## config.mk

```make
export PLATFORM = sky130hd
export DESIGN_NAME = uart_rx_frame
export DESIGN_NICKNAME = d
export VERILOG_FILES = /design/src/rtl/uart_rx_frame.sv
export SDC_FILE = /design/constraint.sdc
export NUM_CORES = 1
export LEC_CHECK = 0
export BUFFER_PORTS_ARGS = -buffer_cell sky130_fd_sc_hd__buf_2
export CAP_MARGIN = 5
export CORE_MARGIN = 2
export CORE_UTILIZATION = 35
export CTS_BUF_LIST = sky130_fd_sc_hd__clkbuf_8 sky130_fd_sc_hd__clkbuf_16
export CTS_CLUSTER_SIZE = 10
export DETAILED_ROUTE_END_ITERATION = 6
export SKIP_CTS_REPAIR_TIMING = 1
export SYNTH_ARGS = -nofsm -noshare
export SYNTH_HDL_FRONTEND = slang
export SYNTH_SLANG_ARGS = --single-unit
export TNS_END_PERCENT = 30
```

## constraint.sdc

```tcl
create_clock -name clk -period 2.5 [get_ports clk]
set_input_delay 0.75 -clock clk [delete_from_list [all_inputs] [get_ports clk]]
set_output_delay 0.75 -clock clk [all_outputs]
set_load 0.05 [all_outputs]
```

## src/rtl/uart_rx_frame.sv

```systemverilog
// uart_rx_frame: UART frame receiver (start, 8 data bits LSB first, optional parity, stop).
// Optional build macro UART_RX_MAJORITY_EN: each bit decision is a 2-of-3 majority of
// rx_s at mid-1, mid and mid+1, taken one cycle after mid-bit.
module uart_rx_frame #(
   parameter int unsigned CLKS_PER_BIT = 16
) (
   input  logic       clk,
   input  logic       rst,
   input  logic       rx_in,
   input  logic       PAR_EN,
   input  logic       parity_type,
   output logic [7:0] p_data,
   output logic       data_valid,
   output logic       par_err,
   output logic       stop_err,
   output logic       busy
);

   localparam int unsigned CW   = $clog2(CLKS_PER_BIT + 1);
   localparam int unsigned HALF = CLKS_PER_BIT / 2;
`ifdef UART_RX_MAJORITY_EN
   localparam int unsigned OFS = 1;
`else
   localparam int unsigned OFS = 0;
`endif
   localparam logic [CW-1:0] START_PT = CW'(HALF - 1 + OFS);
   localparam logic [CW-1:0] BIT_PT   = CW'(CLKS_PER_BIT - 1);

   typedef enum logic [2:0] {StIdle, StStart, StData, StParity, StStop} state_e;

   logic          rx_meta, rx_s;
   logic [1:0]    flush_q;
   logic          rx_prev_q, fall_q;
   state_e        state_q, state_d;
   logic [CW-1:0] cnt_q, cnt_d;
   logic [2:0]    bit_q, bit_d;
   logic [7:0]    sh_q, sh_d;
   logic          par_en_q, par_en_d, par_odd_q, par_odd_d, par_bad_q, par_bad_d;
   logic          busy_q, busy_d;
   logic [7:0]    p_data_q, p_data_d;
   logic          dv_q, dv_d, pe_q, pe_d, se_q, se_d;
   logic          confirm;
   logic          samp;

`ifdef UART_RX_MAJORITY_EN
   logic [1:0] hist_q;

   // Two-deep history of rx_s for the 2-of-3 vote
   always_ff @(posedge clk or posedge rst) begin
      if (rst) hist_q <= 2'b11;
      else     hist_q <= {hist_q[0], rx_s};
   end

   assign samp = (hist_q[1] & hist_q[0]) | (hist_q[1] & rx_s) | (hist_q[0] & rx_s);
`else
   assign samp = rx_s;
`endif

   // Synchronizer and registered falling-edge detect; rx_prev_q stays low until the
   // synchronizer holds real line data, so a line low out of reset is not a start
   always_ff @(posedge clk or posedge rst) begin
      if (rst) begin
         rx_meta   <= 1'b1;
         rx_s      <= 1'b1;
         flush_q   <= 2'b00;
         rx_prev_q <= 1'b0;
         fall_q    <= 1'b0;
      end else begin
         rx_meta   <= rx_in;
         rx_s      <= rx_meta;
         flush_q   <= {flush_q[0], 1'b1};
         rx_prev_q <= rx_s & flush_q[1];
         fall_q    <= rx_prev_q & ~rx_s;
      end
   end

   // State and datapath registers
   always_ff @(posedge clk or posedge rst) begin
      if (rst) begin
         state_q   <= StIdle;
         cnt_q     <= '0;
         bit_q     <= '0;
         sh_q      <= '0;
         par_en_q  <= 1'b0;
         par_odd_q <= 1'b0;
         par_bad_q <= 1'b0;
         busy_q    <= 1'b0;
         p_data_q  <= 8'h00;
         dv_q      <= 1'b0;
         pe_q      <= 1'b0;
         se_q      <= 1'b0;
      end else begin
         state_q   <= state_d;
         cnt_q     <= cnt_d;
         bit_q     <= bit_d;
         sh_q      <= sh_d;
         par_en_q  <= par_en_d;
         par_odd_q <= par_odd_d;
         par_bad_q <= par_bad_d;
         busy_q    <= busy_d;
         p_data_q  <= p_data_d;
         dv_q      <= dv_d;
         pe_q      <= pe_d;
         se_q      <= se_d;
      end
   end

   // Next-state: bit timing, sampling and end-of-frame decision
   always_comb begin
      state_d   = state_q;
      cnt_d     = cnt_q + CW'(1);
      bit_d     = bit_q;
      sh_d      = sh_q;
      par_en_d  = par_en_q;
      par_odd_d = par_odd_q;
      par_bad_d = par_bad_q;
      busy_d    = busy_q;
      p_data_d  = p_data_q;
      dv_d      = 1'b0;
      pe_d      = 1'b0;
      se_d      = 1'b0;
      confirm   = 1'b0;
      case (state_q)
         StIdle: begin
            cnt_d = '0;
            if (fall_q) state_d = StStart;
         end
         StStart: begin
            if (cnt_q == START_PT) begin
               cnt_d = '0;
               if (!samp) begin
                  confirm   = 1'b1;
                  busy_d    = 1'b1;
                  par_en_d  = PAR_EN;
                  par_odd_d = parity_type;
                  par_bad_d = 1'b0;
                  bit_d     = '0;
                  state_d   = StData;
               end else begin
                  state_d = StIdle;
               end
            end
         end
         StData: begin
            if (cnt_q == BIT_PT) begin
               cnt_d = '0;
               sh_d  = {samp, sh_q[7:1]};
               bit_d = bit_q + 3'd1;
               if (bit_q == 3'd7) state_d = par_en_q ? StParity : StStop;
            end
         end
         StParity: begin
            if (cnt_q == BIT_PT) begin
               cnt_d = '0;
               // Even: error when XOR(data) != p; odd: error when XOR(data) == p
               par_bad_d = (^sh_q) ^ samp ^ par_odd_q;
               state_d   = StStop;
            end
         end
         StStop: begin
            if (cnt_q == BIT_PT) begin
               cnt_d   = '0;
               busy_d  = 1'b0;
               state_d = StIdle;
               se_d    = ~samp;
               pe_d    = par_bad_q;
               if (samp && !par_bad_q) begin
                  dv_d     = 1'b1;
                  p_data_d = sh_q;
               end
            end
         end
         default: state_d = StIdle;
      endcase
   end

   // busy covers the start-confirmation cycle itself
   assign busy       = busy_q | confirm;
   assign p_data     = p_data_q;
   assign data_valid = dv_q;
   assign par_err    = pe_q;
   assign stop_err   = se_q;

endmodule

```

==> parameters.txt, run 1 <==
Parameter                              Value

Clock network
  Latest clock arrival within the worst-skew pair    0.29 ns
  Clk root buf    clkbuf_8
  TritonCTS clock tree    done
  Clock slew at reported path FFs    0.07 ns
  Clock buffers created by TritonCTS    5
  Largest buffer count on any clock path    2
  Maximum level of the CTS H-tree    2
  TritonCTS sink count    40

Hold path
  Origin of the worst min-delay path    rx_meta$_DFF_PP1_
  Hold-critical path depth    0
  Path category of the worst min-delay check    reg2reg
  WHS Endpoint    rx_s$_DFF_PP1_

Detailed routing
  Average wire per cell in the routed design    13.4 um
  Drt pass-1 iters    4
  Remaining design rule violation count    0
  Antenna violation net count after detailed routing    0
  Via count    1179
  Number of vias per cell after detailed routing    4.91
  Total Wirelength    3210 um
  Iteration-0 DRC Markers    44

Die
  Initial Utilization    36.0%
  Count of standard-cell rows    26
  Area of the die    0.00578 mm^2
  Standard cell core area    0.00504 mm^2
  X dimension of the die    76.0 um
  Die height    76.0 um
  Boundary pin count    17

Timing
  Final setup violation count    0
  Maximum clock frequency    0.415 GHz
  Final Max Slew Viols    0
  Tmin final    2.41 ns
  Fin Clk Skew    0.00796 ns
  Period utilization    96.5%
  Sum Neg Setup Slack    0 ns
  Final count of hold timing violations    0

Place
  Number of buffers inserted by port buffering    16
  GPL Wtd Cong    0.820
  Placed cells    230
  Dpl hpwl    2290 um

Power and ir drop
  Proportion of total power due to net switching    28.7%
  Combinational Power Share    23.8%
  Part of the power in registers    44.5%
  Power density relative to cell area    822 mW/mm^2
  Leak Pwr    1.08 nW
  Relative contribution of the clock network to total power    31.7%
  Internal    1.27 mW
  Switching power of the nets    0.511 mW
  Max rail drop VDD    378 uV

Yosys
  Netlist area before placement    0.00182 mm^2
  Number of cells produced by synthesis    145
  Post-Synthesis Mean Instance Area    12.5 um^2
  Mapped Nets    156
  Synthesis Warnings    0
  Synth unique cells    40
  Register bit count reported by yosys    40
  Share of the yosys chip area belonging to registers    55.2%

Layout
  Final nets    180
  Antenna Diode Count    0
  Area overhead of the layout relative to synthesis    19.4%
  Leading cell type in the layout, fill and taps excluded    dfrtp_1
  Commonest cells after routing, fill and taps aside    dfrtp_1, mux2_2, buf_2
  Non-filler instance count after layout    240
  Layout cells sized above 1    32.9%

Run status
  Run status    completed

Global routing
  Pin count of the biggest net entering global routing    41
  Number of antenna violations at the first check in global routing    0
  Residual overflow from global routing    0
  Vias in the first global route    1265
  Total global-route track usage    12.3%
  Wire length of the first global-routing pass    5680 um

Critical path
  Logic depth of the worst register-to-register path    8
  Critical R2R Capture    bit_q[1]$_DFFE_PP0P_
  Startpoint of the worst-slack reg-to-reg timing path    cnt_q[0]$_DFF_PP0_
  Crit. End Element    output pin
  Crit path max fanout    4
  Kind of start point of the critical path    flop
  Kind of critical path    reg2out
  Required arrival time at the worst endpoint    1.75 ns
  Worst EP arrival    1.66 ns
  Reg2Reg Setup Slack    0.51 ns

Run
  Maxcap violations    0
## power groups by stage
stage	Sequential (mW)	Clock [mW]	Combinational (mW)
floorplan	0.778	0	0.294
global placement	0.787	0	0.363
detailed placement	0.795	0	0.369
CTS	0.782	0.581	0.371
global route	0.806	0.615	0.468
finish	0.793	0.566	0.425
## metrics by stage
step | hold WS, ns | util [%] | power, mW | worst slack [ns] | area (um^2)
after floorplan | 0.331 | - | 1.07 | 0.317 | 1820
after global placement | 0.340 | 39.4 | 1.15 | 0.255 | 1990
after detailed placement | 0.342 | 39.4 | 1.16 | 0.210 | 1990
after CTS | 0.360 | 41.9 | 1.73 | -0.115 | 2110
after global routing | 0.367 | 43.0 | 1.89 | -0.0229 | 2170
final | 0.358 | 43.0 | 1.78 | 0.0883 | 2170
## per-layer routing
metal	share of wire, %	wire, um	track usage, %	up-vias
li1	-	-	-	551
met4	2.7	87	6.55	0
met5	0	0	0	-
met3	3.6	115	3.20	12
met2	53	1690	21.4	32
met1	41	1320	13.9	584
## worst max path at each step
stage,from,to,slack [ns],depth (start not counted)
after floorplan,cnt_q[0]$_DFF_PP0_,busy,0.32,5
after global placement,cnt_q[0]$_DFF_PP0_,busy,0.25,6
after detailed placement,cnt_q[0]$_DFF_PP0_,busy,0.21,6
after CTS,cnt_q[0]$_DFF_PP0_,busy,-0.11,6
after global routing,cnt_q[0]$_DFF_PP0_,busy,-0.02,6
final,cnt_q[0]$_DFF_PP0_,busy,0.09,6
## area by class of cell
type | count | area [um^2]
fillers | 484 | 2870
flip-flops and latches | 40 | 1000
multi-input cells | 93 | 793
repair buffers | 22 | 131
clock buffers | 7 | 96.3
well taps | 70 | 87.6
clock inverters | 1 | 30.0
inverters | 7 | 26.3
## flip-flops by register name (all words and copies together) (netlist names), 2 cells and up
name,count
sh_q,8
cnt_q,5
flush_q,2
p_data,8
state_q,3
bit_q,3
## cell usage after synthesis, drive strengths merged
cell	count	share of area, %
nand4bb	1	0.90
nor3	3	1.1
a211oi	1	0.41
dfstp	2	2.9
o211ai	1	0.41
mux2i	1	0.55
o21ai	5	1.4
nand2b	2	0.69
a32o	1	0.55
xnor2	8	3.9
nor3b	1	0.41
and2	3	1.1
nand3b	1	0.41
xnor3	1	1.2
o22ai	1	0.34
nor2	8	1.7
o2bb2ai	3	1.4
o31ai	1	0.41
nand2	7	1.4
o41ai	1	0.48
mux2	18	11
o21bai	1	0.41
o211a	1	0.55
inv	7	1.4
and3	2	0.69
a211o	1	0.48
ha	6	4.1
nand3	2	0.55
dfrtp	38	52
a22oi	3	1.2
nand4b	1	1.3
a21oi	3	0.83
conb	1	0.21
buf	5	1.4
nor2b	3	1.0
xor2	1	0.48
## logic make-up (layout without fill, tap and decap cells)
group / count (synthesis) / in the layout / share of synthesized area [%]
DFF: 40 / 40 / 55.2
AOI/OAI and AO/OA: 23 / 23 / 8.95
and+or+nand+nor: 34 / 34 / 11.3
xor gates and xnor gates: 10 / 10 / 5.58
adders and majority gates: 6 / 6 / 4.13
other: 1 / 1 / 0.206
muxes: 19 / 19 / 11.7
buffers and inverters: 12 / 37 / 2.89
## worst max-delay path, cell delays in order (launching register included)
cell and delay (ns):
dfrtp_1 0.40, ha_4 0.18, nand4bb_4 0.15, nor3_4 0.25, nand2_2 0.11, nand2b_1 0.11
buf_6 0.16
No activity file was read; power rests on OpenSTA's default activity.
==> run 2, diff against run 1 <==
- clock period: 2.5 -> 2.95 ns (I/O delays scaled with it)
==> run 2 against run 1 <==
Design area is 5.4% lower. Clock power down 39%. Via count fell by 5.3%. Register-to-register slack gained 0.41 ns. Sequential cell count stayed put. Highest routed layer unchanged. Clock skew grew 0.00079 ns.
==> parameters.txt, run 2 (synthesized netlist as in run 1, its figures left out) <==
Parameter                              Value

Run status
  Run status    completed (unchanged)

Global routing
  Residual overflow from global routing    0 (unchanged)
  Number of antenna violations at the first check in global routing    0 (unchanged)
  Vias in the first global route    1175 (was 1265)
  Wire length of the first global-routing pass    5460 um (was 5680 um)
  Total global-route track usage    11.7% (was 12.3%)
  Pin count of the biggest net entering global routing    41 (unchanged)

Place
  Number of buffers inserted by port buffering    16 (unchanged)
  Dpl hpwl    2120 um (was 2290 um)
  GPL Wtd Cong    0.824 (was 0.820)

Detailed routing
  Via count    1117 (was 1179)
  Iteration-0 DRC Markers    19 (was 44)
  Total Wirelength    2970 um (was 3210 um)
  Drt pass-1 iters    4 (unchanged)
  Number of vias per cell after detailed routing    4.75 (was 4.91)
  Average wire per cell in the routed design    12.6 um (was 13.4 um)
  Antenna violation net count after detailed routing    0 (unchanged)
  Remaining design rule violation count    0 (unchanged)

Clock network
  Clock buffers created by TritonCTS    5 (unchanged)
  TritonCTS sink count    40 (unchanged)
  TritonCTS clock tree    done (unchanged)
  Maximum level of the CTS H-tree    2 (unchanged)
  Latest clock arrival within the worst-skew pair    0.29 ns (about the same)
  Largest buffer count on any clock path    2 (unchanged)
  Clock slew at reported path FFs    0.07 ns (about the same)
  Clk root buf    clkbuf_8 (unchanged)

Die
  Initial Utilization    36.0% (unchanged)
  Boundary pin count    17 (unchanged)
  Count of standard-cell rows    26 (unchanged)
  Die height    76.0 um (unchanged)
  Standard cell core area    0.00504 mm^2 (unchanged)
  Area of the die    0.00578 mm^2 (unchanged)
  X dimension of the die    76.0 um (unchanged)

Timing
  Final setup violation count    0 (unchanged)
  Unrepaired setup endpoints after global routing    no
  Final Max Slew Viols    0 (unchanged)
  Period utilization    93.0%
  Final count of hold timing violations    0 (unchanged)
  Tmin final    2.74 ns
  Maximum clock frequency    0.364 GHz
  Sum Neg Setup Slack    0 ns (unchanged)
  Fin Clk Skew    0.00875 ns (was 0.00796 ns)

Power and ir drop
  Sum of internal, switching and leakage power    1.30 mW (was 1.78 mW)
  Power density relative to cell area    635 mW/mm^2 (was 822 mW/mm^2)
  Max rail drop VDD    363 uV (was 378 uV)
  Leak Pwr    1.03 nW (was 1.08 nW)

Critical path
  Kind of start point of the critical path    flop (unchanged)
  Crit. End Element    output pin (unchanged)
  Worst EP arrival    1.86 ns (was 1.66 ns)
  Crit path max fanout    4 (unchanged)
  Buffers & Inverters on Critical Path    1 (unchanged)
  Slowest cell on the critical path    dfrtp_1 (unchanged)
  Kind of critical path    reg2out (unchanged)
  Critical path, cell by cell    ha_1 > nand4bb_2 > nor3_2 > nand2_1 > nand2b_1 > buf_2 (was ha_4 > nand4bb_4 > nor3_4 > nand2_2 > nand2b_1 > buf_6)
  Required arrival time at the worst endpoint    2.07 ns (was 1.75 ns)
  Cell family with most CP delay    simple AND/OR/NAND/NOR gates (unchanged)
  Critical path's largest stage delay    0.38 ns (was 0.40 ns)

Layout
  Commonest cells after routing, fill and taps aside    dfrtp_1, mux2_2, buf_2 (unchanged)
  Layout cells sized above 1    29.1% (was 32.9%)
  Filler cell count    494 (was 484)
  Multi-input logic area    761 um^2 (was 793 um^2)
  Antenna Diode Count    0 (unchanged)
  FF+latch area    0.00100 mm^2 (unchanged)
  Area overhead of the layout relative to synthesis    12.9% (was 19.4%)
  Final nets    175 (was 180)
  Leading cell type in the layout, fill and taps excluded    dfrtp_1 (unchanged)

Run
  Maxcap violations    0 (unchanged)

Hold path
  Path category of the worst min-delay check    reg2reg (unchanged)
-- run 2: per-stage QoR --
step / hold WS, ns / std cells / util, % / instance area [um^2] / setup WS, ns
4_1_cts: 0.365 / 235 / 40.7 / 2050 / 0.189
2_1_floorplan: 0.331 / 145 / - / 1820 / 0.632
3_5_place_dp: 0.348 / 227 / 39.0 / 1970 / 0.515
6_report: 0.365 / 235 / 40.7 / 2050 / 0.206
3_3_place_gp: 0.341 / 227 / 39.0 / 1970 / 0.580
5_1_grt: 0.371 / 235 / 40.7 / 2050 / 0.0526
-- run 2: path summary, 6_finish.rpt --
path / from / endpoint / slack, ns / depth (start not counted)
worst min register to register: flush_q[0]$_DFF_PP0_ / flush_q[1]$_DFF_PP0_ / 0.36 / 0
max in group asynchronous: rst / rx_s$_DFF_PP1_ / 1.89 / 3
worst min-delay path: flush_q[0]$_DFF_PP0_ / flush_q[1]$_DFF_PP0_ / 0.36 / 0
worst max-delay path: cnt_q[0]$_DFF_PP0_ / busy / 0.21 / 6
worst max register to register: cnt_q[0]$_DFF_PP0_ / sh_q[7]$_DFFE_PP0P_ / 0.92 / 6
min in group asynchronous: rst / sh_q[6]$_DFFE_PP0P_ / 0.70 / 3
-- run 2: where the power goes --
part	switching [mW]	internal (mW)	leakage [nW]	total [mW]
registers	0.0839	0.613	0.532	0.697
clock network	0.185	0.162	0.0453	0.347
logic	0.142	0.116	0.453	0.258
-- run 2: cell type report --
type	instances	share of cell area (%)
sequential	40	48.9
multi-input combinational	93	37.1
timing repair buffer	17	4.27
tap	70	4.27
clock buffer	5	3.36
inverter	7	1.28
clock inverter	3	0.793
-- run 2: layer usage --
layer	wire (um)	share of wire (%)	up-vias	GRT usage, %
li1	-	-	541	-
met1	1330	45	556	13.8
met2	1500	51	14	20.3
met3	77	2.6	6	2.49
met4	61	2.1	0	5.64
met5	0	0	-	0
==> run 3, diff against run 2 <==
--- a/config.mk
+++ b/config.mk
@@ -8,5 +8,4 @@
 export BUFFER_PORTS_ARGS = -buffer_cell sky130_fd_sc_hd__buf_2
 export CAP_MARGIN = 5
-export CORE_MARGIN = 2
 export CORE_UTILIZATION = 35
 export CTS_BUF_LIST = sky130_fd_sc_hd__clkbuf_8 sky130_fd_sc_hd__clkbuf_16
==> constraint.sdc (replaced) <==
create_clock -name clk -period 2.95 [get_ports clk]
set_input_delay 0.59 -clock clk [delete_from_list [all_inputs] [get_ports clk]]
set_output_delay 0.59 -clock clk [all_outputs]
set_load 0.05 [all_outputs]
==> run 3 against run 2 <==
Via count increased by 1.4%. Register-to-register slack lost 0.03 ns. Sequential power is essentially flat. Utilization rose by 1.7 points. Critical path depth unchanged. Fmax rose by 11%. Die area is 5.2% lower. Design area is essentially flat. Global-route usage rose by 1.8 points. Clock power rose by 3%.
==> parameters.txt, run 3 (synthesized netlist as in run 1, its figures left out) <==
Parameter                              Value

Global routing
  Vias in the first global route    1124 (was 1175)
  Total global-route track usage    13.5% (was 11.7%)
  Number of antenna violations at the first check in global routing    0 (unchanged)
  Residual overflow from global routing    0 (unchanged)
  Pin count of the biggest net entering global routing    41 (unchanged)
  Wire length of the first global-routing pass    5380 um (was 5460 um)

Layout
  Leading cell type in the layout, fill and taps excluded    dfrtp_1 (unchanged)
  Filler cell count    459 (was 494)
  Commonest cells after routing, fill and taps aside    dfrtp_1, mux2_2, buf_2 (unchanged)
  Final nets    175 (unchanged)
  Layout cells sized above 1    28.5% (was 29.1%)
  Antenna Diode Count    0 (unchanged)
  Area overhead of the layout relative to synthesis    12.9% (about the same)

Detailed routing
  Iteration-0 DRC Markers    39 (was 19)
  Total Wirelength    3140 um (was 2970 um)
  Remaining design rule violation count    0 (unchanged)
  Drt pass-1 iters    4 (unchanged)
  Antenna violation net count after detailed routing    0 (unchanged)
  Number of vias per cell after detailed routing    4.88 (was 4.75)
  Average wire per cell in the routed design    13.5 um (was 12.6 um)
  Via count    1133 (was 1117)

Power and ir drop
  Max rail drop VDD    570 uV (was 363 uV)
  Combinational Power Share    19.3% (was 19.8%)
  Power density relative to cell area    638 mW/mm^2 (was 635 mW/mm^2)
  Part of the power in registers    53.4% (was 53.6%)
  Internal    0.911 mW (was 0.891 mW)
  Switching power of the nets    0.398 mW (was 0.411 mW)
  Leak Pwr    1.04 nW (was 1.03 nW)
  Relative contribution of the clock network to total power    27.4% (was 26.6%)
  Proportion of total power due to net switching    30.4% (was 31.5%)

Clock network
  Clock buffers created by TritonCTS    5 (unchanged)
  TritonCTS clock tree    done (unchanged)
  Largest buffer count on any clock path    2 (unchanged)
  TritonCTS sink count    40 (unchanged)
  Clock slew at reported path FFs    0.07 ns (about the same)
  Latest clock arrival within the worst-skew pair    0.29 ns (about the same)
  Clk root buf    clkbuf_8 (unchanged)
  Maximum level of the CTS H-tree    2 (unchanged)

Timing
  Final Max Slew Viols    0 (unchanged)
  Hold_ws    0.360 ns (was 0.365 ns)
  Sum Neg Setup Slack    0 ns (unchanged)
  Fin Clk Skew    0.00526 ns (was 0.00875 ns)
  Tmin final    2.48 ns (was 2.74 ns)
  Final count of hold timing violations    0 (unchanged)
  Unrepaired setup endpoints after global routing    no (unchanged)
  Maximum clock frequency    0.404 GHz (was 0.364 GHz)
  Final setup violation count    0 (unchanged)
  Period utilization    84.0% (was 93.0%)

Critical path
  Worst EP arrival    1.89 ns (was 1.86 ns)
  Logic depth of the worst register-to-register path    6 (unchanged)
  Critical R2R Capture    sh_q[6]$_DFFE_PP0P_ (was sh_q[7]$_DFFE_PP0P_)
  Crit. End Element    output pin (unchanged)
  Reg2Reg Setup Slack    0.89 ns (was 0.92 ns)
  Startpoint of the worst-slack reg-to-reg timing path    cnt_q[0]$_DFF_PP0_ (unchanged)
  Kind of critical path    reg2out (unchanged)
  Required arrival time at the worst endpoint    2.36 ns (was 2.07 ns)
  Kind of start point of the critical path    flop (unchanged)
  Crit path max fanout    4 (unchanged)

Die
  Initial Utilization    37.5% (was 36.0%)
  Standard cell core area    0.00485 mm^2 (was 0.00504 mm^2)
  Area of the die    0.00548 mm^2 (was 0.00578 mm^2)
  X dimension of the die    74.0 um (was 76.0 um)
  Boundary pin count    17 (unchanged)
  Count of standard-cell rows    25 (was 26)
  Die height    74.0 um (was 76.0 um)

Place
  GPL Wtd Cong    0.829 (was 0.824)
  Number of buffers inserted by port buffering    16 (unchanged)
  Dpl hpwl    2180 um (was 2120 um)

Run status
  Run status    completed (unchanged)

Hold path
  Origin of the worst min-delay path    flush_q[0]$_DFF_PP0_ (unchanged)
  Hold-critical path depth    0 (unchanged)
  Path category of the worst min-delay check    reg2reg (unchanged)
  WHS Endpoint    flush_q[1]$_DFF_PP0_ (unchanged)

Run
  Maxcap violations    0 (unchanged)
[run 3: cell count changes in the layout (fill, tap and decap cells not counted)]
| cell | change |
|---|---|
| clkbuf_8 | +1 |
| clkinv_2 | -1 |
| clkinvlp_4 | -1 |
| inv_1 | +1 |
[run 3: final cells by class]
cell class | instances | area (um^2) | area share [%]
inverters | 7 | 26.3 | 1.28
repair buffers | 17 | 87.6 | 4.27
flip-flops and latches | 40 | 1000 | 48.9
well taps | 67 | 83.8 | 4.09
clock buffers | 6 | 82.6 | 4.02
multi-input cells | 93 | 761 | 37.1
clock inverters | 2 | 7.51 | 0.366
[run 3: through the flow]
stage	worst slack [ns]	total power, mW	instances	util (%)	instance area (um^2)
2_1_floorplan	0.927	0.909	145	-	1820
3_3_place_gp	0.878	0.953	224	40.5	1960
3_5_place_dp	0.799	0.961	224	40.5	1960
4_1_cts	0.467	1.32	232	42.3	2050
5_1_grt	0.347	1.39	232	42.3	2050
6_report	0.473	1.31	232	42.3	2050
[run 3: how the worst max path moves through the flow]
stage / start / slack (ns) / to
floorplan: cnt_q[0]$_DFF_PP0_ / 0.93 / busy
global placement: cnt_q[0]$_DFF_PP0_ / 0.88 / busy
detailed placement: cnt_q[0]$_DFF_PP0_ / 0.80 / busy
CTS: cnt_q[0]$_DFF_PP0_ / 0.47 / busy
global route: cnt_q[0]$_DFF_PP0_ / 0.35 / busy
finish: cnt_q[0]$_DFF_PP0_ / 0.47 / busy
[run 3: metal layers]
metal / part of all wire [%] / GRT usage (%)
met4: 1.9 / 6.41
met3: 4.0 / 4.07
met2: 48 / 21.5
met1: 46 / 16.8
met5: 0 / 0
[run 3: worst max-delay path, stage by stage (launching register included)]
cell       delay (ns)
dfrtp_1          0.38
ha_1             0.23
nand4bb_2        0.18
nor3_2           0.24
nand2_1          0.18
nand2b_1         0.12
buf_2            0.26
[run 3: power groups by stage]
stage                     Clock [mW]  Sequential (mW)  Combinational [mW]
after global routing           0.397            0.713               0.283
final                          0.358            0.699               0.252
after global placement             0            0.703               0.251
after floorplan                    0            0.660               0.249
after detailed placement           0            0.709               0.252
after CTS                      0.372            0.698               0.256
